--- config.mk ---
export PLATFORM = sky130hd
export DESIGN_NAME = cdb_arbiter_flat
export DESIGN_NICKNAME = d
export VERILOG_FILES = /design/src/rtl/cdb_arbiter_if.sv /design/src/rtl/cdb_arbiter.sv /design/src/flat_wrapper.sv
export SDC_FILE = /design/constraint.sdc
export NUM_CORES = 1
export LEC_CHECK = 0
export CORE_ASPECT_RATIO = 0.6
export CORE_UTILIZATION = 35
export CTS_CLUSTER_SIZE = 8
export DETAILED_ROUTE_END_ITERATION = 10
export GPL_ROUTABILITY_DRIVEN = 0
export GPL_TIMING_DRIVEN = 0
export HOLD_SLACK_MARGIN = 0.02
export PLACE_DENSITY = 0.66
export SYNTH_ARGS = -nofsm -noshare
export SYNTH_HDL_FRONTEND = slang
export SYNTH_SLANG_ARGS = --single-unit
--- constraint.sdc ---
create_clock -name clk -period 8.8 [get_ports clk]
set_clock_uncertainty 0.05 [all_clocks]
set_input_delay 1.76 -clock clk [delete_from_list [all_inputs] [get_ports clk]]
set_output_delay 1.76 -clock clk [all_outputs]
set_load 0.01 [all_outputs]
--- src/rtl/cdb_arbiter_if.sv ---
// Result-bus bundle for cdb_arbiter: three FU push channels plus the registered CDB broadcast.
// The slave modport is the arbiter's view; the master modport is the FU and consumer side.
interface cdb_arbiter_if #(
  parameter int XLEN   = 32,
  parameter int PREG_W = 6,
  parameter int ROB_W  = 4
);
  logic              alu_valid_i;
  logic              alu_ready_o;
  logic [XLEN-1:0]   alu_data_i;
  logic [PREG_W-1:0] alu_preg_i;
  logic [ROB_W-1:0]  alu_rob_tag_i;

  logic              lsu_valid_i;
  logic              lsu_ready_o;
  logic [XLEN-1:0]   lsu_data_i;
  logic [PREG_W-1:0] lsu_preg_i;
  logic [ROB_W-1:0]  lsu_rob_tag_i;

  logic              br_valid_i;
  logic              br_ready_o;
  logic [XLEN-1:0]   br_data_i;
  logic [PREG_W-1:0] br_preg_i;
  logic [ROB_W-1:0]  br_rob_tag_i;
  logic              br_mispredict_i;
  logic [XLEN-1:0]   br_target_i;

  logic              cdb_valid_o;
  logic [XLEN-1:0]   cdb_data_o;
  logic [PREG_W-1:0] cdb_preg_o;
  logic [ROB_W-1:0]  cdb_rob_tag_o;
  logic              cdb_mispredict_o;
  logic [XLEN-1:0]   cdb_target_o;
  logic [1:0]        cdb_src_o;

  modport master (
    output alu_valid_i, alu_data_i, alu_preg_i, alu_rob_tag_i,
    output lsu_valid_i, lsu_data_i, lsu_preg_i, lsu_rob_tag_i,
    output br_valid_i, br_data_i, br_preg_i, br_rob_tag_i, br_mispredict_i, br_target_i,
    input  alu_ready_o, lsu_ready_o, br_ready_o,
    input  cdb_valid_o, cdb_data_o, cdb_preg_o, cdb_rob_tag_o,
    input  cdb_mispredict_o, cdb_target_o, cdb_src_o
  );

  modport slave (
    input  alu_valid_i, alu_data_i, alu_preg_i, alu_rob_tag_i,
    input  lsu_valid_i, lsu_data_i, lsu_preg_i, lsu_rob_tag_i,
    input  br_valid_i, br_data_i, br_preg_i, br_rob_tag_i, br_mispredict_i, br_target_i,
    output alu_ready_o, lsu_ready_o, br_ready_o,
    output cdb_valid_o, cdb_data_o, cdb_preg_o, cdb_rob_tag_o,
    output cdb_mispredict_o, cdb_target_o, cdb_src_o
  );
endinterface

--- src/rtl/cdb_arbiter.sv ---
// Common data bus arbiter: per-FU result FIFOs, round-robin pick with optional branch priority,
// registered CDB broadcast. Handshake: an FU entry transfers on the clk edge where valid && ready.
module cdb_arbiter #(
  parameter int XLEN        = 32,
  parameter int PREG_W      = 6,
  parameter int ROB_W       = 4,
  parameter int FIFO_DEPTH  = 2,
  parameter int BR_PRIORITY = 1
) (
  input  logic         clk,
  input  logic         reset,
  input  logic         flush_i,
  cdb_arbiter_if.slave bus
);
  localparam int PTR_W = $clog2(FIFO_DEPTH);
  localparam int CNT_W = PTR_W + 1;
  localparam logic [1:0] SRC_ALU = 2'd0;
  localparam logic [1:0] SRC_LSU = 2'd1;
  localparam logic [1:0] SRC_BR  = 2'd2;

  typedef struct packed {
    logic [XLEN-1:0]   data;
    logic [PREG_W-1:0] preg;
    logic [ROB_W-1:0]  rob_tag;
    logic              mispredict;
    logic [XLEN-1:0]   target;
  } entry_t;

  function automatic logic [1:0] next_src(input logic [1:0] s);
    return (s == SRC_BR) ? SRC_ALU : s + 2'd1;
  endfunction

  entry_t           mem    [3][FIFO_DEPTH];
  logic [PTR_W-1:0] rd_ptr [3];
  logic [PTR_W-1:0] wr_ptr [3];
  logic [CNT_W-1:0] count  [3];
  logic [1:0]       rr_ptr;

  entry_t     in_entry [3];
  logic [2:0] valid_in;
  logic [2:0] ready;
  logic [2:0] not_empty;
  logic [2:0] push;
  logic [2:0] pop;
  logic       grant_valid;
  logic [1:0] grant_src;
  logic [1:0] cand;
  entry_t     head;

  entry_t     cdb_q;
  logic       cdb_valid;
  logic [1:0] cdb_src;

  // Only branch entries carry a mispredict flag and target; the others broadcast zeros there.
  always_comb begin
    in_entry[0] = '{data: bus.alu_data_i, preg: bus.alu_preg_i, rob_tag: bus.alu_rob_tag_i,
                    mispredict: 1'b0, target: '0};
    in_entry[1] = '{data: bus.lsu_data_i, preg: bus.lsu_preg_i, rob_tag: bus.lsu_rob_tag_i,
                    mispredict: 1'b0, target: '0};
    in_entry[2] = '{data: bus.br_data_i, preg: bus.br_preg_i, rob_tag: bus.br_rob_tag_i,
                    mispredict: bus.br_mispredict_i, target: bus.br_target_i};
  end

  assign valid_in = {bus.br_valid_i, bus.lsu_valid_i, bus.alu_valid_i};

  always_comb begin
    for (int i = 0; i < 3; i++) begin
      ready[i]     = count[i] < CNT_W'(FIFO_DEPTH);
      not_empty[i] = count[i] != '0;
    end
  end

  assign push = valid_in & ready;

  always_comb begin
    grant_valid = 1'b0;
    grant_src   = SRC_ALU;
    cand        = rr_ptr;
    if (BR_PRIORITY != 0 && not_empty[SRC_BR]) begin
      grant_valid = 1'b1;
      grant_src   = SRC_BR;
    end else begin
      for (int k = 0; k < 3; k++) begin
        if (!grant_valid && not_empty[cand]) begin
          grant_valid = 1'b1;
          grant_src   = cand;
        end
        cand = next_src(cand);
      end
    end
  end

  always_comb begin
    for (int i = 0; i < 3; i++) begin
      pop[i] = grant_valid && (grant_src == 2'(i));
    end
  end

  always_comb begin
    case (grant_src)
      SRC_LSU: head = mem[1][rd_ptr[1]];
      SRC_BR:  head = mem[2][rd_ptr[2]];
      default: head = mem[0][rd_ptr[0]];
    endcase
  end

  // Flush discards queued entries and this cycle's pushes; the CDB fields keep their last value.
  always_ff @(posedge clk) begin
    if (reset) begin
      for (int i = 0; i < 3; i++) begin
        rd_ptr[i] <= '0;
        wr_ptr[i] <= '0;
        count[i]  <= '0;
      end
      rr_ptr    <= SRC_ALU;
      cdb_valid <= 1'b0;
      cdb_q     <= '0;
      cdb_src   <= SRC_ALU;
    end else if (flush_i) begin
      for (int i = 0; i < 3; i++) begin
        rd_ptr[i] <= '0;
        wr_ptr[i] <= '0;
        count[i]  <= '0;
      end
      rr_ptr    <= SRC_ALU;
      cdb_valid <= 1'b0;
    end else begin
      for (int i = 0; i < 3; i++) begin
        if (push[i]) begin
          mem[i][wr_ptr[i]] <= in_entry[i];
          wr_ptr[i]         <= wr_ptr[i] + PTR_W'(1);
        end
        if (pop[i]) begin
          rd_ptr[i] <= rd_ptr[i] + PTR_W'(1);
        end
        count[i] <= count[i] + CNT_W'(push[i]) - CNT_W'(pop[i]);
      end
      cdb_valid <= grant_valid;
      if (grant_valid) begin
        cdb_q   <= head;
        cdb_src <= grant_src;
        rr_ptr  <= next_src(grant_src);
      end
    end
  end

  assign bus.alu_ready_o      = ready[0];
  assign bus.lsu_ready_o      = ready[1];
  assign bus.br_ready_o       = ready[2];
  assign bus.cdb_valid_o      = cdb_valid;
  assign bus.cdb_data_o       = cdb_q.data;
  assign bus.cdb_preg_o       = cdb_q.preg;
  assign bus.cdb_rob_tag_o    = cdb_q.rob_tag;
  assign bus.cdb_mispredict_o = cdb_q.mispredict;
  assign bus.cdb_target_o     = cdb_q.target;
  assign bus.cdb_src_o        = cdb_src;
endmodule

--- src/flat_wrapper.sv ---
// flat-port wrapper written by rule: the top's interface ports become plain ports
module cdb_arbiter_flat 
#(
  parameter int XLEN        = 32,
  parameter int PREG_W      = 6,
  parameter int ROB_W       = 4,
  parameter int FIFO_DEPTH  = 2,
  parameter int BR_PRIORITY = 1
)
  (clk, reset, flush_i, bus_alu_valid_i, bus_alu_data_i, bus_alu_preg_i, bus_alu_rob_tag_i, bus_lsu_valid_i, bus_lsu_data_i, bus_lsu_preg_i, bus_lsu_rob_tag_i, bus_br_valid_i, bus_br_data_i, bus_br_preg_i, bus_br_rob_tag_i, bus_br_mispredict_i, bus_br_target_i, bus_alu_ready_o, bus_lsu_ready_o, bus_br_ready_o, bus_cdb_valid_o, bus_cdb_data_o, bus_cdb_preg_o, bus_cdb_rob_tag_o, bus_cdb_mispredict_o, bus_cdb_target_o, bus_cdb_src_o);
  cdb_arbiter_if #(.XLEN(XLEN), .PREG_W(PREG_W), .ROB_W(ROB_W)) bus_i ();
  input  logic clk;
  input  logic reset;
  input  logic flush_i;
  input wire logic [$bits(bus_i.alu_valid_i)-1:0] bus_alu_valid_i;
  input wire logic [$bits(bus_i.alu_data_i)-1:0] bus_alu_data_i;
  input wire logic [$bits(bus_i.alu_preg_i)-1:0] bus_alu_preg_i;
  input wire logic [$bits(bus_i.alu_rob_tag_i)-1:0] bus_alu_rob_tag_i;
  input wire logic [$bits(bus_i.lsu_valid_i)-1:0] bus_lsu_valid_i;
  input wire logic [$bits(bus_i.lsu_data_i)-1:0] bus_lsu_data_i;
  input wire logic [$bits(bus_i.lsu_preg_i)-1:0] bus_lsu_preg_i;
  input wire logic [$bits(bus_i.lsu_rob_tag_i)-1:0] bus_lsu_rob_tag_i;
  input wire logic [$bits(bus_i.br_valid_i)-1:0] bus_br_valid_i;
  input wire logic [$bits(bus_i.br_data_i)-1:0] bus_br_data_i;
  input wire logic [$bits(bus_i.br_preg_i)-1:0] bus_br_preg_i;
  input wire logic [$bits(bus_i.br_rob_tag_i)-1:0] bus_br_rob_tag_i;
  input wire logic [$bits(bus_i.br_mispredict_i)-1:0] bus_br_mispredict_i;
  input wire logic [$bits(bus_i.br_target_i)-1:0] bus_br_target_i;
  output wire logic [$bits(bus_i.alu_ready_o)-1:0] bus_alu_ready_o;
  output wire logic [$bits(bus_i.lsu_ready_o)-1:0] bus_lsu_ready_o;
  output wire logic [$bits(bus_i.br_ready_o)-1:0] bus_br_ready_o;
  output wire logic [$bits(bus_i.cdb_valid_o)-1:0] bus_cdb_valid_o;
  output wire logic [$bits(bus_i.cdb_data_o)-1:0] bus_cdb_data_o;
  output wire logic [$bits(bus_i.cdb_preg_o)-1:0] bus_cdb_preg_o;
  output wire logic [$bits(bus_i.cdb_rob_tag_o)-1:0] bus_cdb_rob_tag_o;
  output wire logic [$bits(bus_i.cdb_mispredict_o)-1:0] bus_cdb_mispredict_o;
  output wire logic [$bits(bus_i.cdb_target_o)-1:0] bus_cdb_target_o;
  output wire logic [$bits(bus_i.cdb_src_o)-1:0] bus_cdb_src_o;
  assign bus_i.alu_valid_i = bus_alu_valid_i;
  assign bus_i.alu_data_i = bus_alu_data_i;
  assign bus_i.alu_preg_i = bus_alu_preg_i;
  assign bus_i.alu_rob_tag_i = bus_alu_rob_tag_i;
  assign bus_i.lsu_valid_i = bus_lsu_valid_i;
  assign bus_i.lsu_data_i = bus_lsu_data_i;
  assign bus_i.lsu_preg_i = bus_lsu_preg_i;
  assign bus_i.lsu_rob_tag_i = bus_lsu_rob_tag_i;
  assign bus_i.br_valid_i = bus_br_valid_i;
  assign bus_i.br_data_i = bus_br_data_i;
  assign bus_i.br_preg_i = bus_br_preg_i;
  assign bus_i.br_rob_tag_i = bus_br_rob_tag_i;
  assign bus_i.br_mispredict_i = bus_br_mispredict_i;
  assign bus_i.br_target_i = bus_br_target_i;
  assign bus_alu_ready_o = bus_i.alu_ready_o;
  assign bus_lsu_ready_o = bus_i.lsu_ready_o;
  assign bus_br_ready_o = bus_i.br_ready_o;
  assign bus_cdb_valid_o = bus_i.cdb_valid_o;
  assign bus_cdb_data_o = bus_i.cdb_data_o;
  assign bus_cdb_preg_o = bus_i.cdb_preg_o;
  assign bus_cdb_rob_tag_o = bus_i.cdb_rob_tag_o;
  assign bus_cdb_mispredict_o = bus_i.cdb_mispredict_o;
  assign bus_cdb_target_o = bus_i.cdb_target_o;
  assign bus_cdb_src_o = bus_i.cdb_src_o;
  cdb_arbiter #(.XLEN(XLEN), .PREG_W(PREG_W), .ROB_W(ROB_W), .FIFO_DEPTH(FIFO_DEPTH), .BR_PRIORITY(BR_PRIORITY)) u_core (.clk(clk), .reset(reset), .flush_i(flush_i), .bus(bus_i));
endmodule
==> results of run 1 <==
==> cells in the mapped netlist (all sizes together), types with 2 or more instances <==
| cell type | instances | area [um^2] |
|---|---|---|
| a211o | 42 | 380 |
| a21oi | 28 | 144 |
| a32o | 42 | 420 |
| and2 | 5 | 32.5 |
| and2b | 10 | 87.6 |
| and3 | 3 | 18.8 |
| buf | 27 | 174 |
| clkbuf | 34 | 259 |
| clkinv | 2 | 7.51 |
| dfxtp | 80 | 1600 |
| edfxtp | 330 | 9910 |
| ha | 10 | 125 |
| inv | 16 | 60.1 |
| mux2 | 23 | 259 |
| mux2i | 94 | 941 |
| nand2 | 37 | 144 |
| nand2b | 2 | 12.5 |
| nand3 | 25 | 125 |
| nor2 | 11 | 60.1 |
| nor2b | 33 | 206 |
| nor3 | 7 | 35.0 |
| o221ai | 42 | 368 |
| o2bb2ai | 10 | 87.6 |
| xnor2 | 6 | 52.6 |
==> state kept, by name, indices dropped and copies added, names as in the netlist <==
signal / flops
u_core.bus.cdb_data_o: 32
u_core.bus.cdb_src_o: 2
u_core.wr_ptr: 3
u_core.count: 6
u_core.bus.cdb_target_o: 32
u_core.bus.cdb_rob_tag_o: 4
u_core.bus.cdb_valid_o: 1
u_core.mem: 318
u_core.rd_ptr: 3
u_core.bus.cdb_preg_o: 6
u_core.rr_ptr: 2
u_core.bus.cdb_mispredict_o: 1
==> cells in the final DEF (no fill, tap or decap), types with 20 or more instances in the layout <==
master and n:
nand3_1 25, mux2_2 23, clkbuf_16 59, a211o_1 32
o221ai_1 42, nor2b_1 33, dfxtp_1 80, a32o_1 42
a21oi_1 27, edfxtp_1 330, clkdlybuf4s50_1 244, mux2i_1 94
buf_6 20, clkbuf_1 67, nand2_1 35
==> power groups by stage <==
stage	registers (W)	clock network (W)	logic, W
floorplan	0.00224	0	0.000275
global placement	0.00224	0	0.000552
detailed placement	0.00223	0	0.000572
CTS	0.00219	0.00209	0.000576
global route	0.00220	0.00217	0.000610
finish	0.00219	0.00203	0.000569
==> metal layers <==
metal / vias up / part of all wire / GRT usage
met5: - / 0 / 0
met2: 262 / 0.47 / 0.294
met1: 4685 / 0.45 / 0.252
met4: 0 / 0.014 / 0.0407
met3: 57 / 0.058 / 0.0389
li1: 4335 / - / -
==> worst min-delay path, cell delays in order, from the launching register on <==
cell     delay [ns]
dfxtp_1        0.30
nand2_1        0.05
a21oi_1        0.05
==> worst paths after layout <==
kind	endpoint	slack, ns	depth (start not counted)
hold reg to reg	u_core.bus.cdb_target_o[19]$_SDFFE_PP0P_	0.40	2
setup reg to reg	u_core.count[0][5]$_SDFFCE_PN0P_	4.96	13
hold / removal	u_core.bus.cdb_target_o[19]$_SDFFE_PP0P_	0.40	2
setup / recovery	u_core.count[0][5]$_SDFFCE_PN0P_	4.96	13
==> area by class of cell <==
type | instances | area [um^2] | area share
Sequential cell | 410 | 11500 | 0.555
Multi-Input combinational cell | 442 | 3610 | 0.174
Timing Repair Buffer | 265 | 2720 | 0.131
Clock buffer | 106 | 1650 | 0.0797
Tap cell | 579 | 724 | 0.0349
Buffer | 61 | 433 | 0.0209
Inverter | 18 | 67.6 | 0.00326
Clock inverter | 2 | 16.3 | 0.000784
Antenna cell | 3 | 7.51 | 0.000362
==> kinds of logic after synthesis <==
| family | count (synthesis) |
|---|---|
| multiplexers | 117 |
| AO/OA/AOI/OAI | 168 |
| adder cells (fa/ha/maj) | 10 |
| AND/OR/NAND/NOR | 135 |
| other | 1 |
| XOR/XNOR | 6 |
| buffers and inverters | 79 |
| flip-flops | 410 |
==> metrics by stage <==
step	util	setup WS, ns
floorplan	-	0.686
global placement	0.430	-3.77
detailed placement	0.437	4.40
CTS	0.475	4.97
global route	0.475	4.79
finish	0.475	4.96
==> metrics.csv, run 1 <==
stage,metric,value,unit
run_status,outcome,"complete, but fails checks",
run_status,violations,DRC,
power_and_ir_drop,p_leak,7.01,nW
finish,syn_to_final_growth,33.1,%
logic_synthesis,synth_ff_type,edfxtp_1,
power_and_ir_drop,power.internal,0.00368,W
clock_tree,cts_root_buf,clkbuf_16,
power_and_ir_drop,clkPwrFrac,0.424,
timing,slew_headroom,0.397,
clock_tree,clkTransAtPathRegs,0.05,ns
place,placed_cell_area,19100,um^2
critical_path,worstPathMaxFanout,12,
min_path,hold_path.class,flop to flop,
logic_synthesis,synth-seq-area-share,0.739,
critical_path,cpLargestDelayFamily,buffers and inverters,
timing,fmax,260,MHz
timing,worstMarginPinSlew,0.905,ns
die,start_util,0.357,
critical_path,crit_arrival,4.10,ns
critical_path,slowest_delay,0.71,ns
place,place_inst,1775,
power_and_ir_drop,combPwrFrac,0.119,
die,die_h,165,um
die,ios,246,
logic_synthesis,synthSimpleGateAreaFrac,0.0481,
die,die_area,45400,um^2
critical_path,worstPathRequired,9.06,ns
finish,final_nets,1430,
clock_tree,cts_tree,done,
clock_tree,clockBufferDepth,3,
timing,finalCriticalPeriod,3.84,ns
clock_tree,worstSkewPairLatency,0.58,ns
logic_synthesis,ys_warn_count,0,
critical_path,r2r_start,u_core.count[0][5]$_SDFFCE_PN0P_,
logic_synthesis,synthXorXnorAreaFrac,0.00337,
power_and_ir_drop,switching_share,0.232,
logic_synthesis,synthCells,926,
timing,finalSetupTns,0,ns
power_and_ir_drop,switchingPower,0.00111,W
logic_synthesis,synth_top_family_by_area,compound AO/OA/AOI/OAI gates,
drt,vias_per_cell,4.95,
logic_synthesis,syn_avg_cell_area,16.8,um^2
clock_tree,cts_sinks,410,
logic_synthesis,synth.distinct_cells,42,
finish,fillers,3711,
critical_path,cp_common_cell,ha_1,
critical_path,cp.buffers_inverters,4,
die,core_area,43600,um^2
power_and_ir_drop,vdd_drop_max,0.000136,V
global_route,grt_pass1_wl,59.9,mm
timing,hold_slack,0.399,ns
place,place_hpwl,28.7,mm
drt,drt-total-wl,41.8,mm
global_route,grt_pass1_vias,9522,
global_route,grt_usage,0.182,
logic_synthesis,yosys.area_share.adder,0.00803,
flow_run,drv_cap,0,
drt,final_antenna_net_count,0,
timing,final_hold_viol_count,0,
finish,instances_no_fill,1886,
clock_tree,cts_max_level,2,
clock_tree,postCtsSetupRepairBufs,0,
timing,maxSlewViolCount,0,
drt,drtPass1Iterations,8,
finish,drive_gt1_frac,0.140,
die,die_w,274,um
power_and_ir_drop,power,0.00480,W
die,rows,59,
global_route,grt-ovfl-total,0,
place,portBuffers,244,
logic_synthesis,ys_ff_latch,410,
power_and_ir_drop,seq_power_share,0.458,
critical_path,cp_cell_sequence,nor2_2 > o221a_2 > inv_1 > ha_1 > clkinv_1 > clkbuf_1 > a21oi_1 > ha_1 > inv_1 > ha_1 > xnor2_1 > xnor2_1 > nor2_1,
finish,stdcell_area,20700,um^2
global_route,antenna_found_initial,2,
timing,setup_viol,0,
critical_path,cp-end-kind,flop,
clock_tree,cts_resized,0,
drt,initialDrtViolationCount,700,
logic_synthesis,synth_enable_flop_cells,330,
logic_synthesis,async_flop_share,0,
critical_path,crit_type,flop to flop,
min_path,min_from,u_core.bus.cdb_target_o[19]$_SDFFE_PP0P_,
drt,wire_per_inst,22.2,um
drt,drc,16,
critical_path,crit_path_start_kind,flop,
critical_path,startpoint,u_core.count[0][5]$_SDFFCE_PN0P_,
clock_tree,cts_buffers,57,
drt,vias,9339,
logic_synthesis,synth_area,15600,um^2
timing,rsz0062_at_grt,no,
power_and_ir_drop,power_density,231,nW/um^2
global_route,grt_max_degree,50,
timing,period_share,0.436,
logic_synthesis,yosys-mux-area-fraction,0.0770,
critical_path,critical-path-slowest-cell,clkbuf_1,
logic_synthesis,synth-compound-area-share,0.0921,
clock_tree,ctsHoldBuffers,0,
Power figures use the tool's default switching activity.
==> run 2: changes to the inputs <==
==> constraint.sdc (replaced) <==
create_clock -name clk -period 4.01 [get_ports clk]
set_clock_uncertainty 0.05 [all_clocks]
set_input_delay 0.802 -clock clk [delete_from_list [all_inputs] [get_ports clk]]
set_output_delay 0.802 -clock clk [all_outputs]
set_load 0.01 [all_outputs]
==> metrics.csv, run 2 (synthesis gave the netlist of run 1 again) <==
stage,metric,value,unit,change
clock_tree,cts_buffers,57,,unchanged
die,start_util,0.357,,unchanged
drt,final_antenna_net_count,0,,unchanged
critical_path,crit_type,flop to flop,,
timing,fin_ws,0.241,ns,-4.72 ns
global_route,grt_pass1_vias,9469,,-0.56%
finish,final_cell_mix,"edfxtp_1 (330), clkdlybuf4s50_1 (244), mux2i_1 (94), dfxtp_1 (80), clkbuf_1 (60)",,
finish,final_common_cell,edfxtp_1,,
die,die_area,45400,um^2,unchanged
die,ios,246,,unchanged
place,place_hpwl,28.5,mm,-0.62%
clock_tree,clockBufferDepth,3,,unchanged
flow_run,drv_cap,0,,unchanged
clock_tree,clkTransAtPathRegs,0.05,ns,about the same
finish,largest_reg_flops,318,,unchanged
critical_path,worstPathRequired,4.25,ns,-4.81 ns
run_status,violations,DRC,,
timing,period_share,0.940,,+0.504
clock_tree,cts_resized,0,,unchanged
run_status,outcome,"complete, but fails checks",,
critical_path,slowest_delay,0.62,ns,-0.09 ns
critical_path,worstPathMaxFanout,12,,unchanged
finish,final_nets,1423,,-0.49%
timing,finalCriticalPeriod,3.77,ns,-0.0700 ns
global_route,grt_usage,0.179,,-0.00317
clock_tree,cts_max_level,2,,unchanged
place,portBuffers,244,,unchanged
timing,maxSlewViolCount,0,,unchanged
die,die_h,165,um,unchanged
drt,vias_per_cell,4.96,,+0.13%
drt,drc,16,,unchanged
timing,setup_viol,0,,unchanged
die,rows,59,,unchanged
power_and_ir_drop,power,0.0104,W,+120%
power_and_ir_drop,vdd_drop_max,0.000295,V,+120%
critical_path,critical-path-slowest-cell,clkbuf_1,,
clock_tree,postCtsSetupRepairBufs,0,,unchanged
critical_path,crit_path_start_kind,flop,,
clock_tree,worstSkewPairLatency,0.56,ns,-0.02 ns
finish,syn_to_final_growth,32.4,%,
drt,drt-total-wl,41.1,mm,-1.6%
drt,drtPass1Iterations,8,,unchanged
critical_path,cp.buffers_inverters,4,,unchanged
die,core_area,43600,um^2,unchanged
global_route,grt_max_degree,60,,+20%
critical_path,cpLargestDelayFamily,buffers and inverters,,
critical_path,crit_arrival,4.00,ns,-0.10 ns
timing,fmax,265,MHz,+1.9%
global_route,grt-ovfl-total,0,,unchanged
place,pre_cts_slack,0.245,ns,-4.16 ns
timing,finalSetupTns,0,ns,unchanged
drt,wire_per_inst,22.0,um,-0.71%
min_path,hold_path.class,flop to flop,,
critical_path,cp_cell_sequence,nor2_2 > o221a_2 > inv_1 > ha_1 > clkinv_1 > clkbuf_1 > a21oi_1 > ha_1 > inv_1 > ha_1 > xnor2_1 > xnor2_1 > nor2_1,,
critical_path,cp-end-kind,flop,,
die,die_w,274,um,unchanged
timing,rsz0062_at_grt,no,,
timing,hold_slack,0.399,ns,-0.000457 ns
drt,vias,9272,,-0.72%
clock_tree,cts_sinks,410,,unchanged
power_and_ir_drop,power_density,502,nW/um^2,+120%
clock_tree,cts_tree,done,,
power_and_ir_drop,p_leak,6.96,nW,-0.84%
clock_tree,ctsHoldBuffers,0,,unchanged
critical_path,cp_common_cell,ha_1,,
timing,worstMarginPinSlew,0.889,ns,-0.0158 ns
timing,final_hold_viol_count,0,,unchanged
global_route,antenna_found_initial,3,,+1
global_route,grt_pass1_wl,59.2,mm,-1.2%
timing,slew_headroom,0.405,,+0.00861
drt,initialDrtViolationCount,597,,-15%
finish,drive_gt1_frac,0.134,,-0.00592
clock_tree,cts_root_buf,clkbuf_16,,
==> run 2: changes by cell type in the layout (fill, tap and decap cells not counted), moves of 2 or more <==
cell       change
nor3_4         +2
clkbuf_1       -7
buf_16         +2
clkbuf_16      -2
nor3_2         -2
buf_8          +3
buf_6         -11
==> run 2: per-stage QoR <==
step,cells,area (um^2),util
2_1_floorplan,931,15600,-
3_3_place_gp,1754,18800,0.430
3_5_place_dp,1768,19000,0.436
4_1_cts,1866,20600,0.473
5_1_grt,1867,20600,0.473
6_report,1870,20600,0.473
==> run 2: cell type report <==
type,instances,area [um^2]
antenna,4,10.0
inverter,18,67.6
multi-input combinational,442,3620
sequential,410,11500
timing repair buffer,258,2690
clock buffer,97,1580
tap,579,724
buffer,61,433
fill,3707,23000
clock inverter,1,5.00
==> run 2: final timing paths <==
| kind | startpoint | to | slack, ns | depth (start not counted) |
|---|---|---|---|---|
| worst min register to register | u_core.bus.cdb_target_o[19]$_SDFFE_PP0P_ | u_core.bus.cdb_target_o[19]$_SDFFE_PP0P_ | 0.40 | 2 |
| worst max-delay path | u_core.count[0][5]$_SDFFCE_PN0P_ | u_core.count[0][5]$_SDFFCE_PN0P_ | 0.24 | 13 |
| worst min-delay path | u_core.bus.cdb_target_o[19]$_SDFFE_PP0P_ | u_core.bus.cdb_target_o[19]$_SDFFE_PP0P_ | 0.40 | 2 |
| worst max register to register | u_core.count[0][5]$_SDFFCE_PN0P_ | u_core.count[0][5]$_SDFFCE_PN0P_ | 0.24 | 13 |
==> run 2: per-layer routing <==
metal  part of all wire  GRT usage  vias up
met5                  0          0        -
li1                   -          -     4305
met4              0.017     0.0424        0
met1               0.46      0.248     4666
met3              0.053     0.0346       53
met2               0.47      0.289      248
==> run 2: where the power goes <==
group | switching, W | internal (W)
Clock | 0.00168 | 0.00262
Sequential | 0.0000689 | 0.00475
Combinational | 0.000639 | 0.000600
==> run 2: worst min-delay path: cells and delay by family, from the launching register on <==
family	cells	cell delay, ns
AOI/OAI and AO/OA	1	0.05
DFF	1	0.30
and+or+nand+nor	1	0.05
